**src/rtl/instr_fetch_stage_if.sv**
```systemverilog
// ============================================================================
//  Module   : instr_fetch_stage_if
//  Brief    : Instruction-memory handshake, pipeline control and IF/ID outputs
//             of the fetch stage. IFS_ILLEGAL_OP_EN adds IdIllegal.
//  Revision : 1.0 - initial release
// ============================================================================
`default_nettype none

interface instr_fetch_stage_if;
    logic        ImemReq;
    logic [63:0] ImemAddr;
    logic        ImemAck;
    logic [31:0] ImemData;
    logic        Stall;
    logic        BranchTaken;
    logic [63:0] BranchTarget;
    logic        IdValid;
    logic [31:0] IdInstr;
    logic [63:0] IdPC;
    logic [25:0] Imm26;
    logic [2:0]  ExtCtrl;
`ifdef IFS_ILLEGAL_OP_EN
    logic        IdIllegal;
`endif

    modport master (
`ifdef IFS_ILLEGAL_OP_EN
        output IdIllegal,
`endif
        output ImemReq, ImemAddr, IdValid, IdInstr, IdPC, Imm26, ExtCtrl,
        input  ImemAck, ImemData, Stall, BranchTaken, BranchTarget
    );

    modport slave (
`ifdef IFS_ILLEGAL_OP_EN
        input  IdIllegal,
`endif
        input  ImemReq, ImemAddr, IdValid, IdInstr, IdPC, Imm26, ExtCtrl,
        output ImemAck, ImemData, Stall, BranchTaken, BranchTarget
    );
endinterface

`default_nettype wire

```
**src/rtl/instr_fetch_stage.sv**
```systemverilog
// ============================================================================
//  Module   : instr_fetch_stage
//  Brief    : LEGv8 fetch stage with IF/ID register, skid slot and redirect.
//             Optional macro IFS_ILLEGAL_OP_EN adds the IdIllegal flag.
//  Revision : 1.0 - initial release
// ============================================================================
`default_nettype none

module instr_fetch_stage #(
    parameter logic [63:0] RESET_PC = 64'h0
) (
    input  wire logic         CLK,
    input  wire logic         Reset_L,
    instr_fetch_stage_if.master bus
);

    typedef enum logic [1:0] {
        S_IDLE    = 2'd0,
        S_FETCH   = 2'd1,
        S_HOLD    = 2'd2,
        S_DISCARD = 2'd3
    } state_t;

    state_t      r_state, w_state;
    logic [63:0] r_pc, w_pc;
    logic [63:0] r_disc_addr, w_disc_addr;
    logic [31:0] r_skid_instr, w_skid_instr;
    logic [63:0] r_skid_pc, w_skid_pc;
    logic        r_id_valid, w_id_valid;
    logic [31:0] r_id_instr, w_id_instr;
    logic [63:0] r_id_pc, w_id_pc;
    logic [2:0]  r_id_ext, w_id_ext;
    logic        r_id_illegal, w_id_illegal;

    logic        w_slot_free;
    logic        w_load_id;
    logic [31:0] w_load_instr;
    logic [63:0] w_load_pc;
    logic [3:0]  w_dec;
    logic [63:0] w_target;
    logic [1:0]  w_unused_tgt_lo;

    // Returns {illegal, ExtCtrl}; first matching pattern wins.
    function automatic logic [3:0] f_decode(input logic [31:0] instr);
        logic [3:0] res;
        if (instr[31:23] == 9'b110100101)
            res = 4'b0100;
        else if (instr[31:26] == 6'b000101)
            res = 4'b0010;
        else if (instr[31:25] == 7'b1011010)
            res = 4'b0011;
        else if (instr[31:21] == 11'b11111000010 || instr[31:21] == 11'b11111000000)
            res = 4'b0001;
        else if (instr[31:22] == 10'b1001000100 || instr[31:22] == 10'b1101000100)
            res = 4'b0000;
        else
            res = 4'b1000;
        return res;
    endfunction

    assign w_target        = {bus.BranchTarget[63:2], 2'b00};
    assign w_unused_tgt_lo = bus.BranchTarget[1:0];
    assign w_slot_free     = !r_id_valid || !bus.Stall;

    always_comb begin
        w_state      = r_state;
        w_pc         = r_pc;
        w_disc_addr  = r_disc_addr;
        w_skid_instr = r_skid_instr;
        w_skid_pc    = r_skid_pc;
        w_id_valid   = r_id_valid;
        w_id_instr   = r_id_instr;
        w_id_pc      = r_id_pc;
        w_id_ext     = r_id_ext;
        w_id_illegal = r_id_illegal;
        w_load_id    = 1'b0;
        w_load_instr = r_skid_instr;
        w_load_pc    = r_skid_pc;
        w_dec        = 4'b0000;

        if (bus.BranchTaken) begin
            w_pc       = w_target;
            w_id_valid = 1'b0;
            case (r_state)
                S_FETCH: begin
                    if (!bus.ImemAck) begin
                        w_state     = S_DISCARD;
                        w_disc_addr = r_pc;
                    end
                end
                // An ack landing with the redirect completes the aborted request.
                S_DISCARD: w_state = bus.ImemAck ? S_FETCH : S_DISCARD;
                default:   w_state = S_FETCH;
            endcase
        end else begin
            if (!bus.Stall)
                w_id_valid = 1'b0;
            case (r_state)
                S_IDLE: w_state = S_FETCH;
                S_FETCH: begin
                    if (bus.ImemAck) begin
                        w_pc = r_pc + 64'd4;
                        if (w_slot_free) begin
                            w_load_id    = 1'b1;
                            w_load_instr = bus.ImemData;
                            w_load_pc    = r_pc;
                        end else begin
                            w_skid_instr = bus.ImemData;
                            w_skid_pc    = r_pc;
                            w_state      = S_HOLD;
                        end
                    end
                end
                S_HOLD: begin
                    if (!bus.Stall) begin
                        w_load_id = 1'b1;
                        w_state   = S_FETCH;
                    end
                end
                S_DISCARD: begin
                    if (bus.ImemAck)
                        w_state = S_FETCH;
                end
                default: w_state = S_IDLE;
            endcase
        end

        if (w_load_id) begin
            w_dec        = f_decode(w_load_instr);
            w_id_valid   = 1'b1;
            w_id_instr   = w_load_instr;
            w_id_pc      = w_load_pc;
            w_id_ext     = w_dec[2:0];
            w_id_illegal = w_dec[3];
        end
    end

    always_ff @(posedge CLK or negedge Reset_L) begin
        if (!Reset_L) begin
            r_state      <= S_IDLE;
            r_pc         <= RESET_PC;
            r_disc_addr  <= RESET_PC;
            r_skid_instr <= 32'd0;
            r_skid_pc    <= 64'd0;
            r_id_valid   <= 1'b0;
            r_id_instr   <= 32'd0;
            r_id_pc      <= 64'd0;
            r_id_ext     <= 3'b000;
            r_id_illegal <= 1'b0;
        end else begin
            r_state      <= w_state;
            r_pc         <= w_pc;
            r_disc_addr  <= w_disc_addr;
            r_skid_instr <= w_skid_instr;
            r_skid_pc    <= w_skid_pc;
            r_id_valid   <= w_id_valid;
            r_id_instr   <= w_id_instr;
            r_id_pc      <= w_id_pc;
            r_id_ext     <= w_id_ext;
            r_id_illegal <= w_id_illegal;
        end
    end

    // In DISCARD the aborted address stays on the bus until its ack returns.
    assign bus.ImemReq  = (r_state == S_FETCH) || (r_state == S_DISCARD);
    assign bus.ImemAddr = (r_state == S_DISCARD) ? r_disc_addr : r_pc;
    assign bus.IdValid  = r_id_valid;
    assign bus.IdInstr  = r_id_instr;
    assign bus.IdPC     = r_id_pc;
    assign bus.Imm26    = r_id_instr[25:0];
    assign bus.ExtCtrl  = r_id_ext;
`ifdef IFS_ILLEGAL_OP_EN
    assign bus.IdIllegal = r_id_illegal;
`else
    logic w_unused_illegal;
    assign w_unused_illegal = r_id_illegal;
`endif

endmodule

`default_nettype wire

```
**src/flat_wrapper.sv**
```systemverilog
// flat-port wrapper written by rule: the top's interface ports become plain ports
module instr_fetch_stage_flat 
#(
    parameter logic [63:0] RESET_PC = 64'h0
)
  (CLK, Reset_L, bus_ImemReq, bus_ImemAddr, bus_IdValid, bus_IdInstr, bus_IdPC, bus_Imm26, bus_ExtCtrl, bus_ImemAck, bus_ImemData, bus_Stall, bus_BranchTaken, bus_BranchTarget);
  instr_fetch_stage_if bus_i ();
  input  wire logic CLK;
  input  wire logic Reset_L;
  output wire logic [$bits(bus_i.ImemReq)-1:0] bus_ImemReq;
  output wire logic [$bits(bus_i.ImemAddr)-1:0] bus_ImemAddr;
  output wire logic [$bits(bus_i.IdValid)-1:0] bus_IdValid;
  output wire logic [$bits(bus_i.IdInstr)-1:0] bus_IdInstr;
  output wire logic [$bits(bus_i.IdPC)-1:0] bus_IdPC;
  output wire logic [$bits(bus_i.Imm26)-1:0] bus_Imm26;
  output wire logic [$bits(bus_i.ExtCtrl)-1:0] bus_ExtCtrl;
  input wire logic [$bits(bus_i.ImemAck)-1:0] bus_ImemAck;
  input wire logic [$bits(bus_i.ImemData)-1:0] bus_ImemData;
  input wire logic [$bits(bus_i.Stall)-1:0] bus_Stall;
  input wire logic [$bits(bus_i.BranchTaken)-1:0] bus_BranchTaken;
  input wire logic [$bits(bus_i.BranchTarget)-1:0] bus_BranchTarget;
  assign bus_ImemReq = bus_i.ImemReq;
  assign bus_ImemAddr = bus_i.ImemAddr;
  assign bus_IdValid = bus_i.IdValid;
  assign bus_IdInstr = bus_i.IdInstr;
  assign bus_IdPC = bus_i.IdPC;
  assign bus_Imm26 = bus_i.Imm26;
  assign bus_ExtCtrl = bus_i.ExtCtrl;
  assign bus_i.ImemAck = bus_ImemAck;
  assign bus_i.ImemData = bus_ImemData;
  assign bus_i.Stall = bus_Stall;
  assign bus_i.BranchTaken = bus_BranchTaken;
  assign bus_i.BranchTarget = bus_BranchTarget;
  instr_fetch_stage #(.RESET_PC(RESET_PC)) u_core (.CLK(CLK), .Reset_L(Reset_L), .bus(bus_i));
endmodule
```
**config.mk**
```make
export PLATFORM = sky130hd
export DESIGN_NAME = instr_fetch_stage_flat
export DESIGN_NICKNAME = d
export VERILOG_FILES = /design/src/rtl/instr_fetch_stage_if.sv /design/src/rtl/instr_fetch_stage.sv /design/src/flat_wrapper.sv
export SDC_FILE = /design/constraint.sdc
export NUM_CORES = 1
export LEC_CHECK = 0
export ABC_CLOCK_PERIOD_IN_PS = 3000
export CAP_MARGIN = 20
export CORE_MARGIN = 2
export CORE_UTILIZATION = 50
export DETAILED_ROUTE_END_ITERATION = 16
export DONT_BUFFER_PORTS = 1
export HOLD_SLACK_MARGIN = 0.15
export PLACE_DENSITY = 0.72
export SLEW_MARGIN = 20
export SYNTH_ARGS = -nofsm -noshare
export SYNTH_HDL_FRONTEND = slang
export SYNTH_SLANG_ARGS = --single-unit
```
**constraint.sdc**
```tcl
create_clock -name CLK -period 3 [get_ports CLK]
set_input_delay 0.45 -clock CLK [delete_from_list [all_inputs] [get_ports CLK]]
set_output_delay 0.45 -clock CLK [all_outputs]
set_load 0.02 [all_outputs]
```
# ---- Yosys cells after proc, flatten, opt, wreduce, memory -nomap -nowiden
# Index checks and enable logic that the tools add are counted.
dict set report totals {
  elab_cells 72
  output_inout_bits 191
  input_bits 101
  regBits 326
}
dict set report op_classes {
  eq_ne 14
  n_bitwise 3
  n_reduce_logical 12
  mux 33
  addsub 1
}
# op count
set op_table {}
lappend op_table {{64-bit two-way mux} 8}
lappend op_table {{32-bit two-way mux} 4}
lappend op_table {{64-bit by 3-bit adder with 64-bit output, second input constant} 1}
lappend op_table {{11-bit equality test, second input constant} 2}
lappend op_table {{3-bit inequality test, second input constant} 5}
lappend op_table {{2-bit two-way mux} 7}
lappend op_table {{3-bit two-way mux} 4}
lappend op_table {{9-bit equality test, second input constant} 1}
lappend op_table {{2-bit case mux with 4 select lines} 1}
lappend op_table {{7-bit equality test, second input constant} 1}
lappend op_table {{1-bit two-way mux} 7}
lappend op_table {{6-bit by 3-bit equality test with 1-bit output, second input constant} 1}
lappend op_table {{5-bit AND reduction} 1}
lappend op_table {{2-bit equality test, second input constant} 2}
lappend op_table {{2-bit case mux with 2 select lines} 1}
lappend op_table {{4-bit AND reduction} 1}
lappend op_table {{2-bit nonzero test} 2}
lappend op_table {{1-bit logical OR} 3}
lappend op_table {{3-bit by 1-bit inequality test with 1-bit output, second input constant} 1}
lappend op_table {{1-bit NOT} 3}
lappend op_table {{3-bit AND reduction} 1}
lappend op_table {{2-bit by 1-bit equality test with 1-bit output, second input constant} 1}
lappend op_table {{1-bit logical NOT} 2}
lappend op_table {{2-bit logical NOT} 1}
lappend op_table {{other kinds (2)} 2}

# ---- Logic depth before layout (Yosys ltp)
# Gate-level depths: netlist of run 1.
dict set report depth {
  depth_word 12
  ltp_mapped 11
}

# ---- Worst setup path before layout of run 1
# Ideal clock, no wire load.
dict set report synth_path {
  path_type {reg-to-reg}
  startpoint {register u_core.r_state[1]}
  endpoint {register u_core.r_skid_pc[27]}
  path_slack_ns 0.589
  synth_period_minus_slack_ns 2.411
  path_stages_with_launch 9
  arrival_time_ns 2.286
  cell_sequence {dfrtp_1 inv_1 ha_1 clkbuf_1 nand2_1 nor3_1 clkbuf_1 buf_2 mux2_2}
}
dict set report synth_via {
  elab_chain_cells 2
}
# element line
set synth_rtl {}
lappend synth_rtl {{start, declared} instr_fetch_stage.sv:24} ;# state_t r_state, w_state;
lappend synth_rtl {{start signal, assigned} instr_fetch_stage.sv:151} ;# r_state <= w_state;
lappend synth_rtl {{2-bit by 1-bit equality test with 1-bit output} instr_fetch_stage.sv:98} ;# case (r_state)
lappend synth_rtl {{4-bit AND reduction (no line)} -}
lappend synth_rtl {{end signal, assigned} instr_fetch_stage.sv:155} ;# r_skid_pc <= w_skid_pc;
lappend synth_rtl {{end, declared} instr_fetch_stage.sv:28} ;# logic [63:0] r_skid_pc, w_skid_pc;
# Every way passes these cells.
# A chain may end at the register's enable or synchronous reset.

# ---- Worst setup path after layout of run 1
dict set report layout_path {
  startpoint {register u_core.r_state[0]}
  endpoint {output port bus_ImemAddr[60]}
}
dict set report layout_via {
  elab_chain_cells 2
}
# element line
set layout_rtl {}
lappend layout_rtl {{2-bit equality test} instr_fetch_stage.sv:166} ;# assign bus.ImemAddr = (r_state == S_DISCARD) ? r_disc_addr : r_pc;
lappend layout_rtl {{64-bit two-way mux} instr_fetch_stage.sv:166}
lappend layout_rtl {{end, declared} flat_wrapper.sv:11} ;# output wire logic [$bits(bus_i.ImemAddr)-1:0] bus_ImemAddr;
# Every way passes these cells.

==> results.cfg, run 1 <==
[run_status]
status = complete, but fails checks
violations = negative hold slack

[yosys]
yosysWarnings = 0
avgSynthCellArea_um2 = 11.0
yosys.cell_types.count = 44
synth_top_area_cell = dfrtp_1
muxShareOfSynthArea_pct = 21.5
synth.top_cells.by_area = dfrtp_1, mux2_2, mux2i_1
synth-simple-area-share_pct = 10.8
yosysTopAreaCellShare_pct = 52.9
synth_xor_area_share_pct = 2.44
netlist_instances = 1372
ys_seq_area_share_pct = 52.9
synth_flop_cell = dfrtp_1
synth_area_um2 = 15100
synth_seq_cells = 318
synthAdderAreaFrac_pct = 0.332
synth_top_family_by_area = multiplexers
synth_edf_count = 0
synth_compound_area_share_pct = 7.40
async_flop_share_pct = 100

[critical_path]
endpoint_kind = output port
critPathTopFamily = adder cells
slowest_stage = ha_4
cp.buffers_inverters = 1
r2r_cells = 7
timing.rr.end = u_core.r_pc[52]
cp-start-kind = flip-flop
cp_max_fo = 50
r2r_start = u_core.r_state[1]
critPathKind = flip-flop to output port
r2r_slack_ps = 240
path_cells = ha_4, buf_4, mux2_2
cp_slowest_stage_delay_ps = 670
critPathRequiredTime_ps = 2550
arrival_ps = 2350

[power_and_ir_drop]
switching_share_pct = 35.4
ir_worst_vdd_uv = 506
internal_power_mw = 10.4
power_leakage_nw = 7.89
p_seq_share_pct = 46.3
combPwrFrac_pct = 25.4
p_total_mw = 16.1
pwr-share-clk_pct = 28.3
p_sw_mw = 5.71
power_density_nw_per_um2 = 924

[route]
wl_per_cell_um = 19.8
routed-via-count = 10294
first_pass_iters = 5
drt_first_iter_violations = 634
drc_errors = 0
antenna_left = 0
wl_mm = 35.8
avgViaCountPerCell = 5.69

[global_routing]
antenna_found_initial = 1
grt_usage_pct = 22.6
overflow = 0
grt_max_degree = 319
grt_first_pass_wirelength_mm = 56.9
grt_pass1_vias = 10497

[die]
rows = 63
core-area_um2 = 29600
die_x_um = 178
dieArea_um2 = 31500
die_y_um = 178
io_pins = 292
floorplan.initialDensity_pct = 50.8

[timing]
finalCritPeriodShare_pct = 93.3
finalWorstSetupSlack_ps = 201
tightest_slew_ps = 1080
setup_tns_ps = 0
holdWs_ps = -355
layout_min_cycle_time_ps = 2800
timing_max_transition_violations_final = 0
report.final.setup_viol = 0
maxSlewHeadroom_pct = 28.3
fmax_mhz = 357
hold_viol = 318
skew_ps = 14.3

[clocking]
hold_buffers = 95
cts_sinks = 318
cts_root_buffer = clkbuf_16
numCtsBuffers = 36
tritoncts = yes
htreeDepth = 2
clk_pin_slew_ps = 60
cts_buffer_depth = 3
clock_latency_ps = 500

[job]
drv_cap = 0

[placed_design]
dpl.hpwl_mm = 23.1
gp_congestion = 0.798
post-place-ws_ps = 189
post_dp_cell_area_um2 = 15200
io_buffers = 0

[finish]
areaGrowthSynthToFinish_pct = 15.9
drive_gt1_share_pct = 21.5
finalNetCount = 1497
fin_area_um2 = 17400
utilization_pct = 58.9

[worst_hold_path]
hold_path_class = input port to asynchronous set/reset pin
[cells in the mapped netlist (3+ instances only)]
cell	instances
nor4_1	14
a31oi_1	18
or3_1	15
o31ai_1	3
mux2i_1	90
nand3b_1	3
dfrtp_1	318
nand3_1	24
inv_1	10
buf_2	13
nor3_1	14
o21ai_0	173
nand2_1	180
or2_2	4
ha_1	4
or4_1	6
nor2_1	41
clkbuf_1	87
mux2_2	208
xor2_1	16
xnor2_1	26
and3_1	6
clkbuf_2	3
buf_1	8
nand4_1	26
buf_4	30
a21oi_1	10
[cell type report]
class	count	area, um^2
repair buffers	120	1240
fillers	2384	12200
flip-flops and latches	318	7960
clock inverters	8	143
well taps	390	488
inverters	10	37.5
clock buffers	56	1120
diodes	1	2.50
multi-input cells	906	6460
[state kept, by name, indices dropped and copies added, names as in the netlist]
name / count
u_core.bus.IdPC: 62
u_core.r_pc: 62
u_core.bus.IdValid: 1
u_core.bus.IdInstr: 32
u_core.r_disc_addr: 62
u_core.r_skid_pc: 62
u_core.r_skid_instr: 32
u_core.r_state: 2
u_core.bus.ExtCtrl: 3
[layout by cell type (no fill, tap or decap), drive strengths merged, types with 14 or more instances in the layout]
| cell type | n |
|---|---|
| clkbuf | 56 |
| xor2 | 16 |
| nand3 | 24 |
| o21ai | 173 |
| a31oi | 18 |
| nand4 | 27 |
| xnor2 | 26 |
| nor2 | 41 |
| mux2i | 90 |
| dfrtp | 318 |
| dlygate4sd3 | 94 |
| nor4 | 15 |
| nor3 | 14 |
| buf | 26 |
| nand2 | 180 |
| or3 | 16 |
| mux2 | 208 |
[cells by family after synthesis]
group,count (synthesis)
other cells,1
flops,318
fa+ha+maj,4
simple gates,346
buf+inv,151
compound gates,212
mux,298
xor+xnor,42
[repair_timing]
action / in CTS / in global routing
setup buffers: 0 / 1
hold endpoints to repair: 432 / 318
endpoints found under the setup margin: 0 / 5
resized for setup: 0 / 1
[through the flow]
step | hold slack, ps | instances
floorplan | 154 | 1375
global placement | 166 | 1648
detailed placement | 163 | 1648
CTS | -375 | 1807
global route | -384 | 1809
finish | -355 | 1809
[power groups by stage]
stage / Sequential [mW] / Combinational, mW / Clock, mW
finish: 7.46 / 4.09 / 4.57
floorplan: 6.91 / 3.80 / 0
CTS: 7.46 / 4.14 / 4.68
global route: 7.65 / 4.49 / 4.85
global placement: 7.44 / 3.88 / 0
detailed placement: 7.53 / 3.99 / 0
[worst reg2reg max path, cell delays in order (launching register included)]
cell,delay (ps)
dfrtp_1,430
inv_1,80
ha_2,280
nand3_1,210
nor4_1,540
nand4_1,450
or4_1,530
a31oi_1,180
[how the worst max path moves through the flow]
stage,end,cells past startpoint,slack [ps],start
finish,bus_ImemAddr[60],3,200,u_core.r_state[0]
floorplan,u_core.r_skid_pc[27],8,590,u_core.r_state[1]
global route,u_core.r_pc[52],7,-3,u_core.r_state[1]
CTS,u_core.r_pc[54],9,100,u_core.r_state[1]
global placement,u_core.r_pc[58],7,300,u_core.r_state[1]
detailed placement,u_core.r_pc[58],7,190,u_core.r_state[1]
[layer usage]
| layer | track usage [%] | vias up | share of wire, % |
|---|---|---|---|
| met5 | 0 | - | 0 |
| met1 | 28.6 | 5110 | 42 |
| met2 | 38.0 | 306 | 48 |
| li1 | - | 4830 | - |
| met3 | 6.88 | 48 | 8.1 |
| met4 | 5.29 | 0 | 1.5 |
(Power assumes the default switching activity.)
==> inputs of run 2 (changes only) <==
--- a/config.mk
+++ b/config.mk
@@ -7,12 +7,14 @@
 export LEC_CHECK = 0
 export ABC_CLOCK_PERIOD_IN_PS = 3000
 export CAP_MARGIN = 20
+export CELL_PAD_IN_SITES_DETAIL_PLACEMENT = 0
+export CELL_PAD_IN_SITES_GLOBAL_PLACEMENT = 2
 export CORE_MARGIN = 2
-export CORE_UTILIZATION = 50
+export CORE_UTILIZATION = 41
 export DETAILED_ROUTE_END_ITERATION = 16
 export DONT_BUFFER_PORTS = 1
 export HOLD_SLACK_MARGIN = 0.15
-export PLACE_DENSITY = 0.72
+export PLACE_DENSITY = 0.87
 export SLEW_MARGIN = 20
 export SYNTH_ARGS = -nofsm -noshare
 export SYNTH_HDL_FRONTEND = slang
==> run 2 against run 1 <==
  * The flow still finishes with violations (negative hold slack)
  * Setup slack better by 69 ps
  * Sequential cell count unchanged
  * Design area grew 1.0%
  * Via count is 0.89% lower
==> results.cfg, run 2 (same netlist as run 1, synthesis figures left out) <==
[timing]
skew_ps = 18.9
setup_tns_ps = 0
layout_min_cycle_time_ps = 2730
maxSlewHeadroom_pct = 13.6
tightest_slew_ps = 1300
finalCritPeriodShare_pct = 91.0
rsz0062_at_grt = false
fmax_mhz = 366
report.final.setup_viol = 0
timing_max_transition_violations_final = 0
holdWs_ps = -384
hold_viol = 318

[placed_design]
gp_congestion = 0.767
dpl.hpwl_mm = 24.5
dp_cells = 1736
io_buffers = 0

[power_and_ir_drop]
power_leakage_nw = 7.94
power_density_nw_per_um2 = 931
ir_worst_vdd_uv = 562

[global_routing]
grt_usage_pct = 20.3
grt_pass1_vias = 10577
grt_first_pass_wirelength_mm = 61.1
antenna_found_initial = 0
overflow = 0
grt_max_degree = 319

[clocking]
clock_latency_ps = 540
htreeDepth = 2
numCtsBuffers = 37
tritoncts = yes
cts_buffer_depth = 3
clk_pin_slew_ps = 60
hold_buffers = 95
cts_resized = 0
cts_sinks = 318
cts_root_buffer = clkbuf_16

[finish]
mostFrequentLayoutCells = dfrtp_1, mux2_2, nand2_1
drive_gt1_share_pct = 22.1
diodes = 0
finalNetCount = 1508
areaGrowthSynthToFinish_pct = 17.0
final_cell_count_no_fill = 1896
final_common_cell = dfrtp_1

[critical_path]
cp-start-kind = flip-flop
arrival_ps = 2280
r2r_cells = 7
timing.rr.end = u_core.r_pc[52]
endpoint_kind = output port
r2r_start = u_core.r_state[1]
cp_max_fo = 22
r2r_slack_ps = 340
crit_end = bus_ImemAddr[45]
critPathKind = flip-flop to output port
cp-startpoint = u_core.r_state[1]
critPathRequiredTime_ps = 2550

[worst_hold_path]
hold_path_class = input port to asynchronous set/reset pin

[die]
core-area_um2 = 36300
rows = 70
die_y_um = 196
dieArea_um2 = 38300
die_x_um = 196
io_pins = 292
floorplan.initialDensity_pct = 41.4

[route]
wl_mm = 39.0
drc_errors = 0
routed-via-count = 10202
first_pass_iters = 5
antenna_left = 0
wl_per_cell_um = 20.6
drt_first_iter_violations = 412
avgViaCountPerCell = 5.38

[run_status]
violations = negative hold slack
status = complete, but fails checks

[job]
drv_cap = 0
## run 2: cell types whose count changed in the layout (fill, tap and decap cells not counted)
cell	change
diode_2	-1
clkbuf_8	-3
ha_1	+1
ha_2	-1
clkbuf_1	-1
bufinv_16	+1
inv_8	+1
buf_4	+10
clkinv_2	+2
## run 2: routing by layer
layer | wire length (um) | share of wire (%) | GRT usage (%) | up-vias
met5 | 0 | 0 | 0 | -
met4 | 765 | 2.0 | 5.12 | 0
met3 | 2640 | 6.8 | 6.22 | 55
met2 | 18600 | 48 | 33.5 | 247
met1 | 17000 | 44 | 26.2 | 5067
li1 | - | - | - | 4833
## run 2: critical path: stages, from the launching register on
cell and delay (ps):
dfrtp_1 430, ha_4 460, buf_4 370, mux2_2 450
## run 2: through the flow
step | hold WS [ps] | area [um^2] | power, mW | util (%) | setup WS, ps
floorplan | 154 | 15100 | 10.7 | - | 589
global placement | 163 | 15400 | 11.4 | 42.3 | 392
detailed placement | 163 | 15400 | 11.6 | 42.3 | 360
CTS | -422 | 17600 | 16.5 | 48.4 | 43.3
global route | -427 | 17600 | 17.3 | 48.5 | 96.8
finish | -384 | 17600 | 16.4 | 48.5 | 270
## run 2: what timing repair did
item                                   CTS  global route
setup buffers                            0             1
endpoints found under the hold margin  446           318
setup endpoints to repair                0            12
## run 2: worst min-delay path by stage
stage / end / slack (ps)
after global placement: u_core.bus.IdPC[31] / 160
after detailed placement: u_core.bus.IdPC[31] / 160
after global routing: u_core.r_skid_pc[33] / -430
after floorplan: u_core.bus.ExtCtrl[0] / 150
after CTS: u_core.r_skid_pc[33] / -420
final: u_core.bus.IdPC[33] / -380
## run 2: cell type report
cell class / count / area [um^2]
timing repair buffer: 130 / 1320
fill: 3315 / 18700
inverter: 10 / 37.5
tap: 468 / 586
clock inverter: 12 / 194
sequential: 318 / 7960
clock buffer: 52 / 1070
multi-input combinational: 906 / 6450
## run 2: power breakdown
| group | switching (mW) | leakage (nW) | total [mW] | internal (mW) |
|---|---|---|---|---|
| clock network | 1.79 | 0.624 | 4.71 | 2.92 |
| logic | 2.33 | 3.24 | 4.25 | 1.92 |
| registers | 1.81 | 4.08 | 7.45 | 5.65 |
| total | 5.92 | 7.94 | 16.4 | 10.5 |
==> inputs of run 3 (changes only) <==
--- a/config.mk
+++ b/config.mk
@@ -7,7 +7,7 @@
 export LEC_CHECK = 0
 export ABC_CLOCK_PERIOD_IN_PS = 3000
 export CAP_MARGIN = 20
-export CELL_PAD_IN_SITES_DETAIL_PLACEMENT = 0
+export CELL_PAD_IN_SITES_DETAIL_PLACEMENT = 1
 export CELL_PAD_IN_SITES_GLOBAL_PLACEMENT = 2
 export CORE_MARGIN = 2
 export CORE_UTILIZATION = 41
==> run 3 against run 2 <==
  * The run still ends with negative hold slack left
  * Sequential cell count stayed put
  * Via count is 3.2% higher
  * Sequential power is 0.5% higher
  * Final cell count hardly changed
  * Clock skew is 6.3 ps lower
  * Count of clock-buffer cells in the layout is 4 higher
  * Sequential share of layout area is 0.26 points higher
  * Register-to-register slack worse by 100 ps
  * Largest power group unchanged
==> results.cfg, run 3 (same netlist as run 1, synthesis figures left out) <==
[run_status]
status = complete, but fails checks
violations = negative hold slack

[global_routing]
antenna_found_initial = 2
grt_pass1_vias = 11409
grt_usage_pct = 22.1
grt_first_pass_wirelength_mm = 66.1
grt_max_degree = 319
overflow = 0

[clocking]
htreeDepth = 2
clk_pin_slew_ps = 60
cts_root_buffer = clkbuf_16
clock_latency_ps = 540
hold_buffers = 95
cts_resized = 0
numCtsBuffers = 37
tritoncts = yes
cts_buffer_depth = 3
cts_sinks = 318

[die]
dieArea_um2 = 38300
io_pins = 292
floorplan.initialDensity_pct = 41.4
core-area_um2 = 36300
rows = 70
die_x_um = 196
die_y_um = 196

[critical_path]
endpoint_kind = flip-flop
critPathKind = flip-flop to flip-flop
critPathRequiredTime_ps = 3460
cp_slowest_stage_delay_ps = 560
cp-start-kind = flip-flop
arrival_ps = 3220
path_cells = inv_1, ha_1, nand3_1, nor4_1, nand4_1, or4_1, a31oi_1
slowest_stage = or4_1
cp_max_fo = 9

[timing]
tightest_slew_ps = 819
maxSlewHeadroom_pct = 44.8
finalCritPeriodShare_pct = 92.1
finalWorstSetupSlack_ps = 238
layout_min_cycle_time_ps = 2760
timing_max_transition_violations_final = 0
report.final.setup_viol = 0
holdWs_ps = -387
setup_tns_ps = 0
skew_ps = 12.7
fmax_mhz = 362
rsz0062_at_grt = false
hold_viol = 318

[route]
wl_mm = 42.1
drc_errors = 0
drt_first_iter_violations = 357
first_pass_iters = 4
routed-via-count = 10526
avgViaCountPerCell = 5.55
wl_per_cell_um = 22.2
antenna_left = 0

[power_and_ir_drop]
power_density_nw_per_um2 = 927
p_total_mw = 16.2
ir_worst_vdd_uv = 537
power_leakage_nw = 7.87

[finish]
drive_gt1_share_pct = 21.4
final_common_cell = dfrtp_1
mostFrequentLayoutCells = dfrtp_1, mux2_2, nand2_1
utilization_pct = 48.2
finalNetCount = 1508
fill_cells = 3833
areaGrowthSynthToFinish_pct = 16.4

[placed_design]
io_buffers = 0
post-place-ws_ps = 319
dpl.hpwl_mm = 26.1
gp_congestion = 0.767

[job]
drv_cap = 0

[worst_hold_path]
hold_path_class = input port to asynchronous set/reset pin
[run 3: final cells by class]
| class | instances | area [um^2] | area share [%] |
|---|---|---|---|
| Clock buffer | 56 | 1040 | 5.92 |
| Antenna cell | 1 | 2.50 | 0.0143 |
| Tap cell | 468 | 586 | 3.34 |
| Sequential cell | 318 | 7960 | 45.4 |
| Timing Repair Buffer | 130 | 1320 | 7.53 |
| Inverter | 10 | 37.5 | 0.214 |
| Multi-Input combinational cell | 906 | 6450 | 36.8 |
| Clock inverter | 8 | 124 | 0.707 |
[run 3: path summary, 6_finish.rpt]
path                                       startpoint                 endpoint  slack [ps]  cells past startpoint
max in group asynchronous                     Reset_L  u_core.r_skid_instr[16]        2910                      0
worst max-delay path                u_core.r_state[1]          u_core.r_pc[58]         240                      7
worst min-delay path                          Reset_L      u_core.bus.IdPC[31]        -390                      0
worst min register to register  u_core.r_disc_addr[4]    u_core.r_disc_addr[4]         480                      2
min in group CLK                     bus_ImemData[29]   u_core.bus.IdInstr[29]         180                      2
worst max register to register      u_core.r_state[1]          u_core.r_pc[58]         240                      7
[run 3: where the power goes]
group / internal (mW) / switching [mW] / total (mW)
Combinational: 1.92 / 2.40 / 4.33
Clock: 2.64 / 1.78 / 4.42
Sequential: 5.65 / 1.84 / 7.49
Total: 10.2 / 6.02 / 16.2
[run 3: per-layer routing]
metal,track usage [%],wire length (um)
met1,27.1,17800
met5,0,8
met2,38.1,20900
met3,6.48,2610
met4,5.74,785
[run 3: through the flow]
step / area [um^2] / cells
after floorplan: 15100 / 1375
after global placement: 15400 / 1736
after detailed placement: 15400 / 1736
after CTS: 17500 / 1895
after global routing: 17500 / 1897
final: 17500 / 1897
[run 3: repair_timing]
| item | in CTS | in global routing |
|---|---|---|
| setup endpoints to repair | 0 | 18 |
| hold endpoints to repair | 443 | 318 |
| buffers inserted | 0 | 1 |
[run 3: worst max-delay path: cells and delay by family, from the launching register on]
family | cells | cell delay [ps]
compound gates | 1 | 170
fa+ha+maj | 1 | 160
buf+inv | 1 | 80
flops | 1 | 440
simple gates | 4 | 1820
